$ cat src/rtl/veri_bellek_denetleyici.sv
// Data-memory controller behind the BIB: posted write buffer drained over a req/ack bus,
// and blocking loads that first drain the buffer so memory sees program order.
module veri_bellek_denetleyici #(
    parameter int TAMPON_DERINLIK = 4,
    parameter int ADR_BIT         = 32
) (
    input  logic               clk_i,
    input  logic               rst_i,
    input  logic               bib_sec_i,
    input  logic [ADR_BIT-1:0] bib_adr_i,
    input  logic [31:0]        bib_veri_i,
    input  logic [3:0]         bib_veri_maske_i,
    output logic [31:0]        bib_veri_o,
    output logic               bib_durdur_o,
    output logic               bellek_istek_o,
    output logic               bellek_yaz_o,
    output logic [ADR_BIT-1:0] bellek_adr_o,
    output logic [31:0]        bellek_veri_o,
    output logic [3:0]         bellek_maske_o,
    input  logic               bellek_gecerli_i,
    input  logic [31:0]        bellek_veri_i,
    output logic               tampon_bos_o
);
    localparam int PB = $clog2(TAMPON_DERINLIK);
    localparam logic [PB:0] DOLU = (PB + 1)'(TAMPON_DERINLIK);

    typedef enum logic [1:0] {BOS, BOSALT, OKU, YANIT} durum_e;

    durum_e             durum_q;
    logic [ADR_BIT-1:0] tadr_q   [TAMPON_DERINLIK];
    logic [31:0]        tveri_q  [TAMPON_DERINLIK];
    logic [3:0]         tmaske_q [TAMPON_DERINLIK];
    logic [PB-1:0]      yaz_ptr_q, oku_ptr_q;
    logic [PB:0]        sayac_q, sayac_d;
    logic [ADR_BIT-1:0] oku_adr_q;
    logic [31:0]        okuma_q;
    logic               iptal_q;

    logic yukle, sakla, push, pop, yazma_istek, okuma_istek, okuma_ack;

    assign yukle       = bib_sec_i && (bib_veri_maske_i == 4'b0000);
    assign sakla       = bib_sec_i && (bib_veri_maske_i != 4'b0000);
    assign push        = sakla && (sayac_q != DOLU);
    // Writes are never drained while a read owns the bus, so at most one request is outstanding.
    assign yazma_istek = (sayac_q != '0) && (durum_q != OKU);
    assign okuma_istek = (durum_q == OKU);
    assign pop         = yazma_istek && bellek_gecerli_i;
    assign okuma_ack   = okuma_istek && bellek_gecerli_i;

    assign bib_durdur_o = (sakla && (sayac_q == DOLU)) || (yukle && (durum_q != YANIT));
    assign bib_veri_o   = okuma_q;
    assign tampon_bos_o = (sayac_q == '0);

    always_comb begin
        // NOTE: every combinational output gets a default first so no latch is inferred.
        bellek_istek_o = 1'b0;
        bellek_yaz_o   = 1'b0;
        bellek_adr_o   = '0;
        bellek_veri_o  = '0;
        bellek_maske_o = 4'b0000;
        if (yazma_istek) begin
            bellek_istek_o = 1'b1;
            bellek_yaz_o   = 1'b1;
            bellek_adr_o   = tadr_q[oku_ptr_q];
            bellek_veri_o  = tveri_q[oku_ptr_q];
            bellek_maske_o = tmaske_q[oku_ptr_q];
        end else if (okuma_istek) begin
            bellek_istek_o = 1'b1;
            bellek_adr_o   = oku_adr_q;
        end
    end

    always_comb begin
        sayac_d = sayac_q;
        if (push && !pop)
            sayac_d = sayac_q + 1'b1;
        else if (pop && !push)
            sayac_d = sayac_q - 1'b1;
    end

    // NOTE: buffer storage carries no reset; the pointers and count alone decide what is valid.
    always_ff @(posedge clk_i) begin
        if (push) begin
            tadr_q[yaz_ptr_q]   <= bib_adr_i;
            tveri_q[yaz_ptr_q]  <= bib_veri_i;
            tmaske_q[yaz_ptr_q] <= bib_veri_maske_i;
        end
    end

    always_ff @(posedge clk_i or negedge rst_i) begin
        if (!rst_i) begin
            yaz_ptr_q <= '0;
            oku_ptr_q <= '0;
            sayac_q   <= '0;
        end else begin
            if (push)
                yaz_ptr_q <= yaz_ptr_q + 1'b1;
            if (pop)
                oku_ptr_q <= oku_ptr_q + 1'b1;
            sayac_q <= sayac_d;
        end
    end

    // Load sequencer; the read address is captured on entry to OKU so a flush cannot move it.
    always_ff @(posedge clk_i or negedge rst_i) begin
        if (!rst_i) begin
            durum_q   <= BOS;
            oku_adr_q <= '0;
            okuma_q   <= '0;
            iptal_q   <= 1'b0;
        end else begin
            case (durum_q)
                BOS: begin
                    if (yukle) begin
                        if (sayac_q != '0) begin
                            durum_q <= BOSALT;
                        end else begin
                            durum_q   <= OKU;
                            oku_adr_q <= bib_adr_i;
                        end
                    end
                end
                BOSALT: begin
                    if (!bib_sec_i) begin
                        durum_q <= BOS;
                    end else if (sayac_d == '0) begin
                        durum_q   <= OKU;
                        oku_adr_q <= bib_adr_i;
                    end
                end
                OKU: begin
                    if (!bib_sec_i)
                        iptal_q <= 1'b1;
                    if (okuma_ack) begin
                        iptal_q <= 1'b0;
                        if (iptal_q || !bib_sec_i) begin
                            durum_q <= BOS;
                        end else begin
                            okuma_q <= bellek_veri_i;
                            durum_q <= YANIT;
                        end
                    end
                end
                YANIT: durum_q <= BOS;
                default: durum_q <= BOS;
            endcase
        end
    end
endmodule

$ cat config.mk
export PLATFORM = sky130hd
export DESIGN_NAME = veri_bellek_denetleyici
export DESIGN_NICKNAME = d
export VERILOG_FILES = /design/src/rtl/veri_bellek_denetleyici.sv
export SDC_FILE = /design/constraint.sdc
export NUM_CORES = 1
export LEC_CHECK = 0
export ABC_AREA = 1
export CAP_MARGIN = 20
export CORE_MARGIN = 2
export CORE_UTILIZATION = 45
export CTS_CLUSTER_SIZE = 12
export DETAILED_ROUTE_END_ITERATION = 12
export HOLD_SLACK_MARGIN = 0.06
export PLACE_DENSITY = 0.68
export SYNTH_ARGS = -nofsm -noshare
export SYNTH_HDL_FRONTEND = slang
export SYNTH_SLANG_ARGS = --single-unit
$ cat constraint.sdc
create_clock -name clk_i -period 5.6 [get_ports clk_i]
set_input_delay 1.68 -clock clk_i [delete_from_list [all_inputs] [get_ports clk_i]]
set_output_delay 1.68 -clock clk_i [all_outputs]
set_load 0.03 [all_outputs]
# --- After elaboration in Yosys (flattened, before gate mapping) ---
# Memory sizes are Yosys's and may differ from the RTL's.
# Cells that the tools add are included.
word_totals:
  reg_bits: 74
  ramBits: 272
  rom_bits: 0
  mem_count: 3
  out_inout_bits: 104
  latch_bits: 0
  input_bits: 104
mem_list:
  columns: ["name", "words", "word_bits", "rd", "rd_ports_with_merged_regs", "write_ports", "line_no", "rtl"]
  rows:
  - ["tadr_q", 4, 32, 1, 0, 1, "30", "logic [ADR_BIT-1:0] tadr_q [TAMPON_DERINLIK];"]
  - ["tveri_q", 4, 32, 1, 0, 1, "31", "logic [31:0] tveri_q [TAMPON_DERINLIK];"]
  - ["tmaske_q", 4, 4, 1, 0, 1, "32", "logic [3:0] tmaske_q [TAMPON_DERINLIK];"]
classes:
  n_bitwise: 1
  reduce_logical: 26
  eq_ne: 14
  mux: 25
  n_addsub: 4
  n_div: 0
  order_cmp: 0
  n_shift: 0
  mul: 0
ops:
  columns: ["op", "count"]
  rows:
  - ["2-to-1 mux 32 bit", 7]
  - ["one-hot mux 32 bit (2 select lines)", 1]
  - ["2-to-1 mux 2 bit", 6]
  - ["inequality test 2 bit, second input constant", 6]
  - ["logical AND 1 bit", 10]
  - ["one-hot mux 2 bit (4 select lines)", 1]
  - ["2-to-1 mux 1 bit", 7]
  - ["zero test 3 bit", 2]
  - ["2-to-1 mux 3 bit", 2]
  - ["inequality test 3 bit, second input constant", 2]
  - ["AND reduction 3 bit", 2]
  - ["AND reduction 5 bit", 1]
  - ["adder 2 x 1 -> 2 bit, second input constant", 2]
  - ["== test 2 bit, second input constant", 2]
  - ["zero test 4 bit", 1]
  - ["2-to-1 mux 4 bit", 1]
  - ["inequality test 2 x 1 -> 1 bit, second input constant", 2]
  - ["nonzero test 4 bit", 1]
  - ["adder 3 x 1 -> 3 bit, second input constant", 1]
  - ["== test 3 bit, second input constant", 1]
  - ["zero test 1 bit", 3]
  - ["nonzero test 3 bit", 1]
  - ["subtractor 3 x 1 -> 3 bit, second input constant", 1]
  - ["== test 2 x 1 -> 1 bit, second input constant", 1]
  - ["other kinds (5)", 6]

# --- Longest topological paths before layout ---
# Gate-level depths: netlist of run 1.
logic_depth:
  depth_word: 11
  depth_mapped: 16
  mapped_depth_nobuf: 15

# --- Worst setup path before layout of run 1 ---
# Ideal clock, no wire load.
synth_path:
  kind: "input to register"
  from: "input port bib_veri_maske_i[3]"
  to: "memory tadr_q[0][0] (enable)"
  setup_time_ns: 0.495
  arrival_time_ns: 4.912
  path_stages: 5
  required_time_ns: 5.105
  slack_ns: 0.192
  cell_sequence: "nor2_1 > nand2_1 > nand3_2 > buf_6 > nor2_1"
synth_via:
  elab_chain_cells: 5
synth_rtl:
  columns: ["element", "line_no", "rtl"]
  rows:
  - ["from (decl)", "12", "input logic [3:0] bib_veri_maske_i,"]
  - ["nonzero test 4 bit", "42", "assign sakla = bib_sec_i && (bib_veri_maske_i != 4'b0000);"]
  - ["logical AND 1 bit", "42", null]
  - ["logical AND 1 bit", "43", "assign push = sakla && (sayac_q != DOLU);"]
  - ["2-to-1 mux 1 bit", "83", "if (push) begin"]
  - ["2-to-1 mux 1 bit (implied by the code)", "84", "tadr_q[yaz_ptr_q] <= bib_adr_i;"]
  - ["to (decl)", "30", null]
# Every way passes these cells.

# --- Worst setup path after layout of run 1 ---
layout_path:
  from: "input port bib_veri_maske_i[3]"
  to: "output port bib_durdur_o"
layout_via:
  elab_chain_cells: 4
  word_cells_on_any_way: 7
  classes_between: "7 x reduce/logical"
layout_rtl:
  columns: ["element", "line_no", "rtl"]
  rows:
  - ["nonzero test 4 bit / zero test 4 bit (equally long branches)", "42, 41", null]
  - ["logical AND 1 bit (on tied branches)", "42, 41", null]
  - ["logical AND 1 bit", "50", "assign bib_durdur_o = (sakla && (sayac_q == DOLU)) || (yukle && (durum_q != YANIT));"]
  - ["logical OR 1 bit (*)", "50", null]
  - ["to (decl)", "14", "output logic bib_durdur_o,"]
# Mark *: on every way between the ends. The rest lies on a longest branch, timed or not.

==> impl_metrics.py, run 1 <==
metrics = {
    "sta": {
        "period_minus_slack_ps": 5120,
        "max_freq_mhz": 195,
        "rsz0062_at_grt": "false",
        "tns_ps": 0,
        "worst_pin_slew_ps": 784,
        "post-route-period-util_pct": 91.4,
        "fin_ws_ps": 479,
        "final.setup_skew_ps": 9.81,
        "timing.final.max_slew_violations": 0,
        "max_slew_margin_pct": 47.7,
        "hold_violations": 0,
        "setup_viol": 0,
    },
    "cells_and_area": {
        "area_growth_pct": 26.2,
        "design_area_um2": 17500,
        "drive_above_1_share_pct": 8.83,
        "finish.utilization_pct": 57.4,
        "stdcell_count": 1744,
        "final_nets": 1434,
        "fill_cells": 2503,
    },
    "hold_path": {
        "worst_hold_path_type": "reg -> reg",
    },
    "yosys": {
        "synth.top_cells.by_count": "272 x edfxtp_1, 160 x nor2_1, 152 x nand2_1",
        "ys.flop_type": "edfxtp_1",
        "synth_top_area_share_pct": 58.9,
        "yosysUniqueCellTypes": 30,
        "yosys.area.top_type": "edfxtp_1",
        "synth_cells": 1121,
        "avgSynthCellArea_um2": 12.4,
        "synth_fp_nets": 1232,
        "synthAdderAreaFrac_pct": 0.631,
        "ys_ff_latch": 346,
        "synth_top_family_by_area": "simple AND/OR/NAND/NOR gates",
        "muxShareOfSynthArea_pct": 2.60,
        "postSynth.asyncResetShare_pct": 21.4,
        "yosys.area_share.simple_pct": 11.7,
        "synth-compound-area-share_pct": 8.81,
        "ys_warn_count": 0,
        "yosysSeqAreaShare_pct": 72.2,
        "netlist_area_um2": 13900,
        "yosysMostFrequentCell": "edfxtp_1",
        "synth_edf_count": 272,
        "synthXorXnorAreaFrac_pct": 0.253,
        "ys_top_cells_by_area": "edfxtp_1 59%, dfrtp_1 13%, nor2_1 4.3%",
    },
    "clocking": {
        "root_buffer": "clkbuf_16",
        "post_cts_buffers": 0,
        "path_clk_slew_ps": 60,
        "htree_levels": 2,
        "cts_tree": "built",
        "hold_buffers": 0,
        "cts_resized": 0,
        "cts.path.max_buffers": 3,
        "numCtsBuffers": 37,
        "cts.sinks": 346,
        "clk_latency_ps": 510,
    },
    "die": {
        "dieArea_um2": 32200,
        "fp.dieW_um": 180,
        "start_util_pct": 45.5,
        "die_h_um": 180,
        "rows": 64,
        "core_um2": 30500,
        "ios": 208,
    },
    "global_route": {
        "met2_usage_pct": 32.9,
        "grt_first_pass_wirelength_um": 50900,
        "grt_overflow": 0,
        "antenna_found_initial": 1,
        "grt_pass1_vias": 9371,
        "top_usage_layer": "met2",
        "grtUsageMet1_pct": 25.9,
        "grt_max_degree": 75,
        "track_usage_pct": 19.9,
        "use_met3_pct": 5.02,
    },
    "detailed_routing": {
        "first_iter_violations": 768,
        "first_pass_iters": 7,
        "vias_per_cell": 5.25,
        "drtAntennaViolNets": 0,
        "routed_wl_um": 32100,
        "drc": 0,
        "routedWlPerCell_um": 18.4,
        "vias": 9159,
    },
    "critical_path": {
        "crit_path_start_kind": "input port",
        "crit_arrival_ps": 3440,
        "crit_path_max_fanout": 5,
        "crit_path_end_kind": "output pin",
        "path_class": "in -> out",
        "crit_required_ps": 3920,
    },
    "placed_design": {
        "dpl.hpwl_um": 18000,
        "gp_congestion": 0.766,
        "dpl_cell_area_um2": 16400,
        "portBuffers": 207,
        "placed_cells": 1680,
        "dp_slack_ps": 465,
    },
    "pwr": {
        "power_density_nw_per_um2": 619,
        "ir_drop_uv": 366,
        "power.leakage_nw": 6.58,
    },
    "status": {
        "outcome": "finished, final reports clean",
    },
    "flow_run": {
        "drv_cap": 0,
    },
}
==> final timing paths <==
check | to | startpoint | cells after the start | slack (ps)
min | oku_adr_q[20] | oku_adr_q[20] | 2 | 480
min in group asynchronous | bib_veri_o[29] | rst_i | 1 | 1210
max | bib_durdur_o | bib_veri_maske_i[3] | 5 | 480
min reg2reg | oku_adr_q[20] | oku_adr_q[20] | 2 | 480
max reg2reg | oku_adr_q[26] | sayac_q[0] | 16 | 2560
max in group asynchronous | bib_veri_o[15] | rst_i | 2 | 3550
==> metrics by stage <==
stage | power (mW) | hold slack (ps)
floorplan | 6.71 | 443
global placement | 8.56 | 455
detailed placement | 8.62 | 462
CTS | 10.9 | 477
global route | 11.4 | 501
finish | 10.8 | 476
==> power by group <==
| part | leakage, nW | internal [mW] | switching (mW) |
|---|---|---|---|
| Clock | 0.561 | 1.37 | 0.924 |
| Combinational | 2.62 | 1.79 | 3.02 |
| Sequential | 3.40 | 3.43 | 0.288 |
| Total | 6.58 | 6.59 | 4.24 |
==> flip-flops by register name, indices dropped and copies added (netlist names) <==
register / cells
bib_veri_o: 32
oku_ptr_q: 2
tmaske_q: 16
oku_adr_q: 32
tveri_q: 128
iptal_q: 1
yaz_ptr_q: 2
tadr_q: 128
durum_q: 2
sayac_q: 3
==> cell families after synthesis <==
kind of cell,after synthesis
flip-flops,346
multiplexers,32
adder cells (fa/ha/maj),7
buffers and inverters,126
AO/OA/AOI/OAI,212
AND/OR/NAND/NOR,394
XOR/XNOR,4
==> area by class of cell <==
type	count	area [um^2]	share of cell area (%)
Tap cell	396	495	2.83
Antenna cell	1	2.50	0.0143
Clock buffer	54	1070	6.13
Timing Repair Buffer	230	2260	12.9
Inverter	59	224	1.28
Multi-Input combinational cell	649	3360	19.2
Clock inverter	9	70.1	0.400
Sequential cell	346	10000	57.3
==> worst max-delay path, stage by stage <==
cell	delay, ps
clkdlybuf4s50_1	470
nor2_1	230
nand3_1	140
o22ai_1	170
clkdlybuf4s50_1	740
==> layer usage <==
metal	up-vias	wire length, um
met5	-	0
met4	0	706
met3	50	2410
met2	308	15400
met1	4447	13500
li1	4354	-
==> layout by cell type (no fill, tap or decap), drive strengths merged <==
master           n
nand2          158
nor2           162
clkbuf          54
o21ai          107
xor2             3
buf             31
bufinv           1
a32o            32
mux2            32
o22ai            1
nand4            1
diode            1
nor3             1
dfrtp           74
edfxtp         272
nand3           71
a21oi           72
clkdlybuf4s50  199
ha               7
inv             58
clkinv           9
xnor2            1
nand3b           1
(Power assumes the default switching activity.)
==> inputs of run 2 (changes only) <==
- ABC_AREA: 1 -> unset
==> run 2 against run 1 <==
Flip-flop and latch count unchanged. Synthesized area grew 3.3%. Utilization is essentially flat. Sequential power about the same. Sequential share of layout area fell by 1.7 points. Clock power about the same. Global-route usage is 0.47 points higher. Clock skew up 7.3 ps. First-iteration DRC count decreased by 20%. Power about the same. Maximum frequency is 1.2% lower. Via count is 4.6% lower. Critical path type unchanged. Largest cell class unchanged. Largest power group unchanged.
==> impl_metrics.py, run 2 <==
metrics = {
    "clocking": {
        "post_cts_buffers": 0,
        "hold_buffers": 0,
        "path_clk_slew_ps": 50,
        "cts.path.max_buffers": 3,
        "numCtsBuffers": 38,
        "clk_latency_ps": 510,
        "cts_resized": 0,
        "htree_levels": 2,
        "cts_tree": "built",
        "root_buffer": "clkbuf_16",
        "cts.sinks": 346,
    },
    "yosys": {
        "netlist_area_um2": 14300,
        "postSynth.asyncResetShare_pct": 21.4,
        "ys.flop_type": "edfxtp_1",
        "synth_top_area_share_pct": 57.0,
        "synth_fp_nets": 958,
        "avgSynthCellArea_um2": 16.9,
        "yosysSeqAreaShare_pct": 69.9,
        "synth_edf_count": 272,
        "ys_top_cells_by_area": "edfxtp_1 57%, dfrtp_1 13%, mux4_2 11%",
        "ys_ff_latch": 346,
        "synth.top_cells.by_count": "272 x edfxtp_1, 74 x dfrtp_1, 68 x mux4_2",
        "yosys.area.top_type": "edfxtp_1",
        "ys_warn_count": 0,
        "yosysUniqueCellTypes": 44,
        "synth_cells": 847,
        "yosysMostFrequentCell": "edfxtp_1",
    },
    "hold_path": {
        "worst_hold_path_type": "reg -> reg",
        "worstHoldEndpoint": "bib_veri_o[21]",
        "holdPathStages": 1,
        "min-delay-start": "bib_veri_o[21]",
    },
    "flow_run": {
        "drv_cap": 0,
    },
    "detailed_routing": {
        "routed_wl_um": 33700,
        "drc": 0,
        "vias_per_cell": 5.92,
        "first_iter_violations": 611,
        "vias": 8742,
        "drtAntennaViolNets": 0,
        "first_pass_iters": 5,
        "routedWlPerCell_um": 22.8,
    },
    "sta": {
        "final.setup_skew_ps": 17.1,
        "fin_ws_ps": 414,
        "timing.final.max_slew_violations": 0,
        "hold_violations": 0,
        "period_minus_slack_ps": 5190,
        "worst_pin_slew_ps": 967,
        "setup_viol": 0,
        "tns_ps": 0,
        "rsz0062_at_grt": "false",
        "post-route-period-util_pct": 92.6,
        "max_freq_mhz": 193,
        "max_slew_margin_pct": 35.4,
    },
    "critical_path": {
        "crit_required_ps": 3920,
        "crit_path_end_kind": "output pin",
        "r2r_setup_slack_ps": 2400,
        "regToRegEndpoint": "durum_q[0]",
        "crit_slowest_cell": "a311oi_1",
        "slowest_delay_ps": 530,
        "crit_path_start_kind": "input port",
        "worstPathCellList": "clkdlybuf4s50_1 > nor4_1 > a21oi_1 > a311oi_1 > buf_12",
        "r2r-start": "sayac_q[0]",
        "crit_path_start": "bib_veri_maske_i[0]",
        "crit_path_max_fanout": 6,
        "crit_arrival_ps": 3510,
        "worst_r2r_path_depth": 11,
        "path_class": "in -> out",
    },
    "pwr": {
        "p_seq_share_pct": 34.4,
        "power.share.combinational_pct": 44.4,
        "power_density_nw_per_um2": 599,
        "power.leakage_nw": 6.21,
        "p_sw_mw": 4.04,
        "clkPwrFrac_pct": 21.1,
        "ir_drop_uv": 446,
        "swShare_pct": 37.3,
        "internal-power_mw": 6.78,
    },
    "global_route": {
        "grt_first_pass_wirelength_um": 52100,
        "grt_max_degree": 69,
        "antenna_found_initial": 1,
        "grt_pass1_vias": 9041,
        "grt_overflow": 0,
        "track_usage_pct": 20.3,
    },
    "die": {
        "fp.dieW_um": 182,
        "ios": 208,
        "start_util_pct": 45.5,
        "dieArea_um2": 33300,
        "rows": 65,
        "core_um2": 31500,
        "die_h_um": 182,
    },
    "cells_and_area": {
        "top_regs": "tadr_q: 128 flops, tveri_q: 128 flops",
        "finish.utilization_pct": 57.4,
        "area_growth_pct": 26.0,
        "final_nets": 1157,
        "diodes": 0,
        "drive_above_1_share_pct": 15.5,
        "layout_commonest_cell": "edfxtp_1",
        "layout_common_cells": "272 x edfxtp_1, 203 x clkdlybuf4s50_1, 71 x dfrtp_1",
    },
    "placed_design": {
        "dpl.hpwl_um": 19200,
        "portBuffers": 207,
        "dp_slack_ps": 395,
        "gp_congestion": 0.733,
    },
    "status": {
        "outcome": "finished, final reports clean",
    },
}
-- run 2: cell count changes after synthesis, moves of 32 or more --
cell,delta
and3_1,+40
o21ai_0,-103
nand2_1,-144
a22oi_1,+32
inv_1,-49
mux4_2,+68
a22o_1,+33
nor2_1,-125
nand3_1,-34
a21oi_1,-36
a32o_1,-32
o211ai_1,+32
-- run 2: cells by family (layout without fill, tap and decap cells) --
kind of cell / after synthesis / after routing / synth area share (%)
flops: 346 / 346 / 69.9
simple gates: 160 / 160 / 5.94
compound gates: 148 / 148 / 7.59
mux: 100 / 100 / 13.2
buf+inv: 80 / 307 / 2.27
fa+ha+maj: 7 / 7 / 0.611
xor+xnor: 6 / 6 / 0.498
-- run 2: cell type report --
class	instances	area [um^2]
clock inverter	16	96.3
fill	2422	13400
sequential	346	10000
tap	402	503
timing repair buffer	229	2310
clock buffer	52	1040
multi-input combinational	421	4040
inverter	10	37.5
-- run 2: how the worst max path moves through the flow --
stage / to
floorplan: bib_durdur_o
global placement: bib_durdur_o
detailed placement: bib_durdur_o
CTS: bib_durdur_o
global route: bib_durdur_o
finish: bib_durdur_o
-- run 2: worst max-delay path: cells and delay by family --
family	cells	cell delay (ps)
buffers and inverters	2	680
AO/OA/AOI/OAI	2	610
AND/OR/NAND/NOR	1	520
-- run 2: stage by stage --
step                hold slack, ps  instance area, um^2  power (mW)  std cells
floorplan                      518                14300        6.69        847
global placement               466                16900        8.55       1408
detailed placement             474                16900        8.61       1408
CTS                            491                18100        10.9       1476
global route                   504                18100        11.3       1476
finish                         486                18100        10.8       1476
-- run 2: power by group through the flow --
stage | clock network (mW) | registers, mW | logic (mW)
6_report | 2.29 | 3.73 | 4.81
5_1_grt | 2.44 | 3.80 | 5.08
4_1_cts | 2.35 | 3.73 | 4.86
3_5_place_dp | 0 | 3.78 | 4.83
3_3_place_gp | 0 | 3.75 | 4.80
2_1_floorplan | 0 | 3.83 | 2.86
-- run 2: per-layer routing --
metal / wire length [um] / up-vias / global-route usage, %
met3: 2820 / 62 / 5.59
met4: 732 / 2 / 6.23
met2: 16300 / 380 / 33.1
li1: - / 3850 / -
met1: 13800 / 4448 / 26.8
met5: 11 / - / 0
==> inputs of run 3 (changes only) <==
- CORE_ASPECT_RATIO: unset -> 1.75
- SLEW_MARGIN: unset -> 20
==> run 3 against run 2 <==
Die area up 0.17%. Critical path type is now reg -> out. Routed wire length fell by 1.1%. Final area is 0.67% lower. Clock-buffer cell count grew 8. Highest routed layer is now met4.
==> impl_metrics.py, run 3 (synthesis gave the netlist of run 2 again) <==
metrics = {
    "placed_design": {
        "portBuffers": 207,
        "dpl.hpwl_um": 20000,
        "placed_cells": 1404,
        "gp_congestion": 0.766,
    },
    "critical_path": {
        "path_class": "reg -> out",
        "crit_path_end_kind": "output pin",
        "crit_required_ps": 3920,
        "cp_num_buf_inv": 4,
        "crit_path_start_kind": "flop",
        "worstPathCellList": "inv_1 > ha_1 > nand2b_1 > nand2_1 > clkinv_1 > buf_4 > a22o_1 > clkdlybuf4s50_1",
        "slowest_delay_ps": 610,
        "crit_path_max_fanout": 20,
        "crit_slowest_cell": "clkdlybuf4s50_1",
        "cp_num_cells": 8,
        "crit_family": "buffers and inverters",
        "crit_arrival_ps": 3410,
        "worst_r2r_path_depth": 11,
    },
    "status": {
        "outcome": "finished, final reports clean",
    },
    "cells_and_area": {
        "layout_commonest_cell": "edfxtp_1",
        "final_nets": 1156,
        "top_regs": "tadr_q: 128 flops, tveri_q: 128 flops",
        "drive_above_1_share_pct": 15.5,
        "layout_common_cells": "272 x edfxtp_1, 198 x clkdlybuf4s50_1, 71 x dfrtp_1",
        "diodes": 0,
        "area_growth_pct": 25.2,
        "stdcell_count": 1466,
        "finish.utilization_pct": 57.1,
    },
    "pwr": {
        "power.leakage_nw": 6.15,
        "ir_drop_uv": 397,
        "power_density_nw_per_um2": 593,
    },
    "die": {
        "start_util_pct": 45.6,
        "dieArea_um2": 33400,
        "rows": 86,
        "core_um2": 31400,
        "fp.dieW_um": 139,
        "ios": 208,
        "die_h_um": 240,
    },
    "global_route": {
        "top_usage_layer": "met2",
        "grt_first_pass_wirelength_um": 52100,
        "grt_max_degree": 75,
        "antenna_found_initial": 0,
        "met2_usage_pct": 38.0,
        "grt_overflow": 0,
        "grt_pass1_vias": 9285,
        "grtUsageMet1_pct": 23.0,
        "track_usage_pct": 20.2,
        "use_met3_pct": 3.72,
    },
    "sta": {
        "setup_viol": 0,
        "worst_pin_slew_ps": 904,
        "period_minus_slack_ps": 5090,
        "final.setup_skew_ps": 13.9,
        "max_freq_mhz": 197,
        "max_slew_margin_pct": 39.6,
        "rsz0062_at_grt": "false",
        "tns_ps": 0,
        "timing.final.max_slew_violations": 0,
        "whs_ps": 480,
        "post-route-period-util_pct": 90.8,
        "hold_violations": 0,
    },
    "clocking": {
        "cts_resized": 0,
        "numCtsBuffers": 35,
        "path_clk_slew_ps": 60,
        "htree_levels": 2,
        "cts_tree": "built",
        "root_buffer": "clkbuf_16",
        "hold_buffers": 0,
        "cts.path.max_buffers": 3,
        "cts.sinks": 346,
        "clk_latency_ps": 520,
        "post_cts_buffers": 0,
    },
    "detailed_routing": {
        "drc": 0,
        "first_pass_iters": 4,
        "first_iter_violations": 538,
        "vias_per_cell": 5.91,
        "drtAntennaViolNets": 0,
        "routedWlPerCell_um": 22.7,
        "vias": 8661,
        "routed_wl_um": 33300,
    },
    "hold_path": {
        "worst_hold_path_type": "reg -> reg",
        "holdPathStages": 1,
    },
    "flow_run": {
        "drv_cap": 0,
    },
}
-- run 3: cell types whose count changed in the layout (fill, tap and decap cells not counted) --
cell,change
clkbuf_1,+11
buf_6,+1
buf_4,+7
inv_6,-1
clkinvlp_4,+1
buf_12,-1
bufinv_16,-1
clkdlybuf4s50_1,-5
clkbuf_16,-2
clkinv_1,-9
clkbuf_8,-1
clkinv_2,-4
-- run 3: worst reg2reg max path, stage by stage (launching register included) --
cell and delay [ps]:
dfrtp_1 470, inv_1 100, ha_1 240, nand2b_1 100, buf_4 390, inv_2 180, o311ai_1 530, o32ai_2 210
a22oi_2 210, buf_4 400, o211ai_1 160, nand3_1 130
-- run 3: through the flow --
step | power (mW) | setup WS (ps) | cell area [um^2]
floorplan | 6.69 | 955 | 14300
global placement | 8.54 | 618 | 16900
detailed placement | 8.58 | 595 | 16900
CTS | 10.8 | 504 | 17900
global route | 11.1 | 353 | 17900
finish | 10.6 | 514 | 17900
-- run 3: layer usage --
metal,part of all wire (%),wire length [um]
met5,0,0
met4,2.4,794
met3,5.5,1840
met2,55,18200
met1,37,12500
-- run 3: power by group --
group	total [mW]	internal, mW	switching (mW)
sequential	3.71	3.38	0.332
combinational	4.76	2.03	2.73
clock	2.17	1.24	0.930
total	10.6	6.65	3.99
-- run 3: final timing paths --
path	from	to	slack [ps]
worst max-delay path	sayac_q[0]	bellek_adr_o[23]	510
worst min-delay path	bib_veri_o[25]	bib_veri_o[25]	480
worst max register to register	sayac_q[0]	oku_adr_q[30]	2410
worst min register to register	bib_veri_o[25]	bib_veri_o[25]	480
max in group asynchronous	rst_i	oku_ptr_q[1]	3830
min in group asynchronous	rst_i	bib_veri_o[9]	1180
-- run 3: area by class of cell --
type | count | area [um^2]
multi-input combinational | 421 | 4040
clock inverter | 2 | 11.3
clock buffer | 60 | 1020
tap | 396 | 495
sequential | 346 | 10000
inverter | 10 | 37.5
fill | 2483 | 13500
timing repair buffer | 231 | 2310
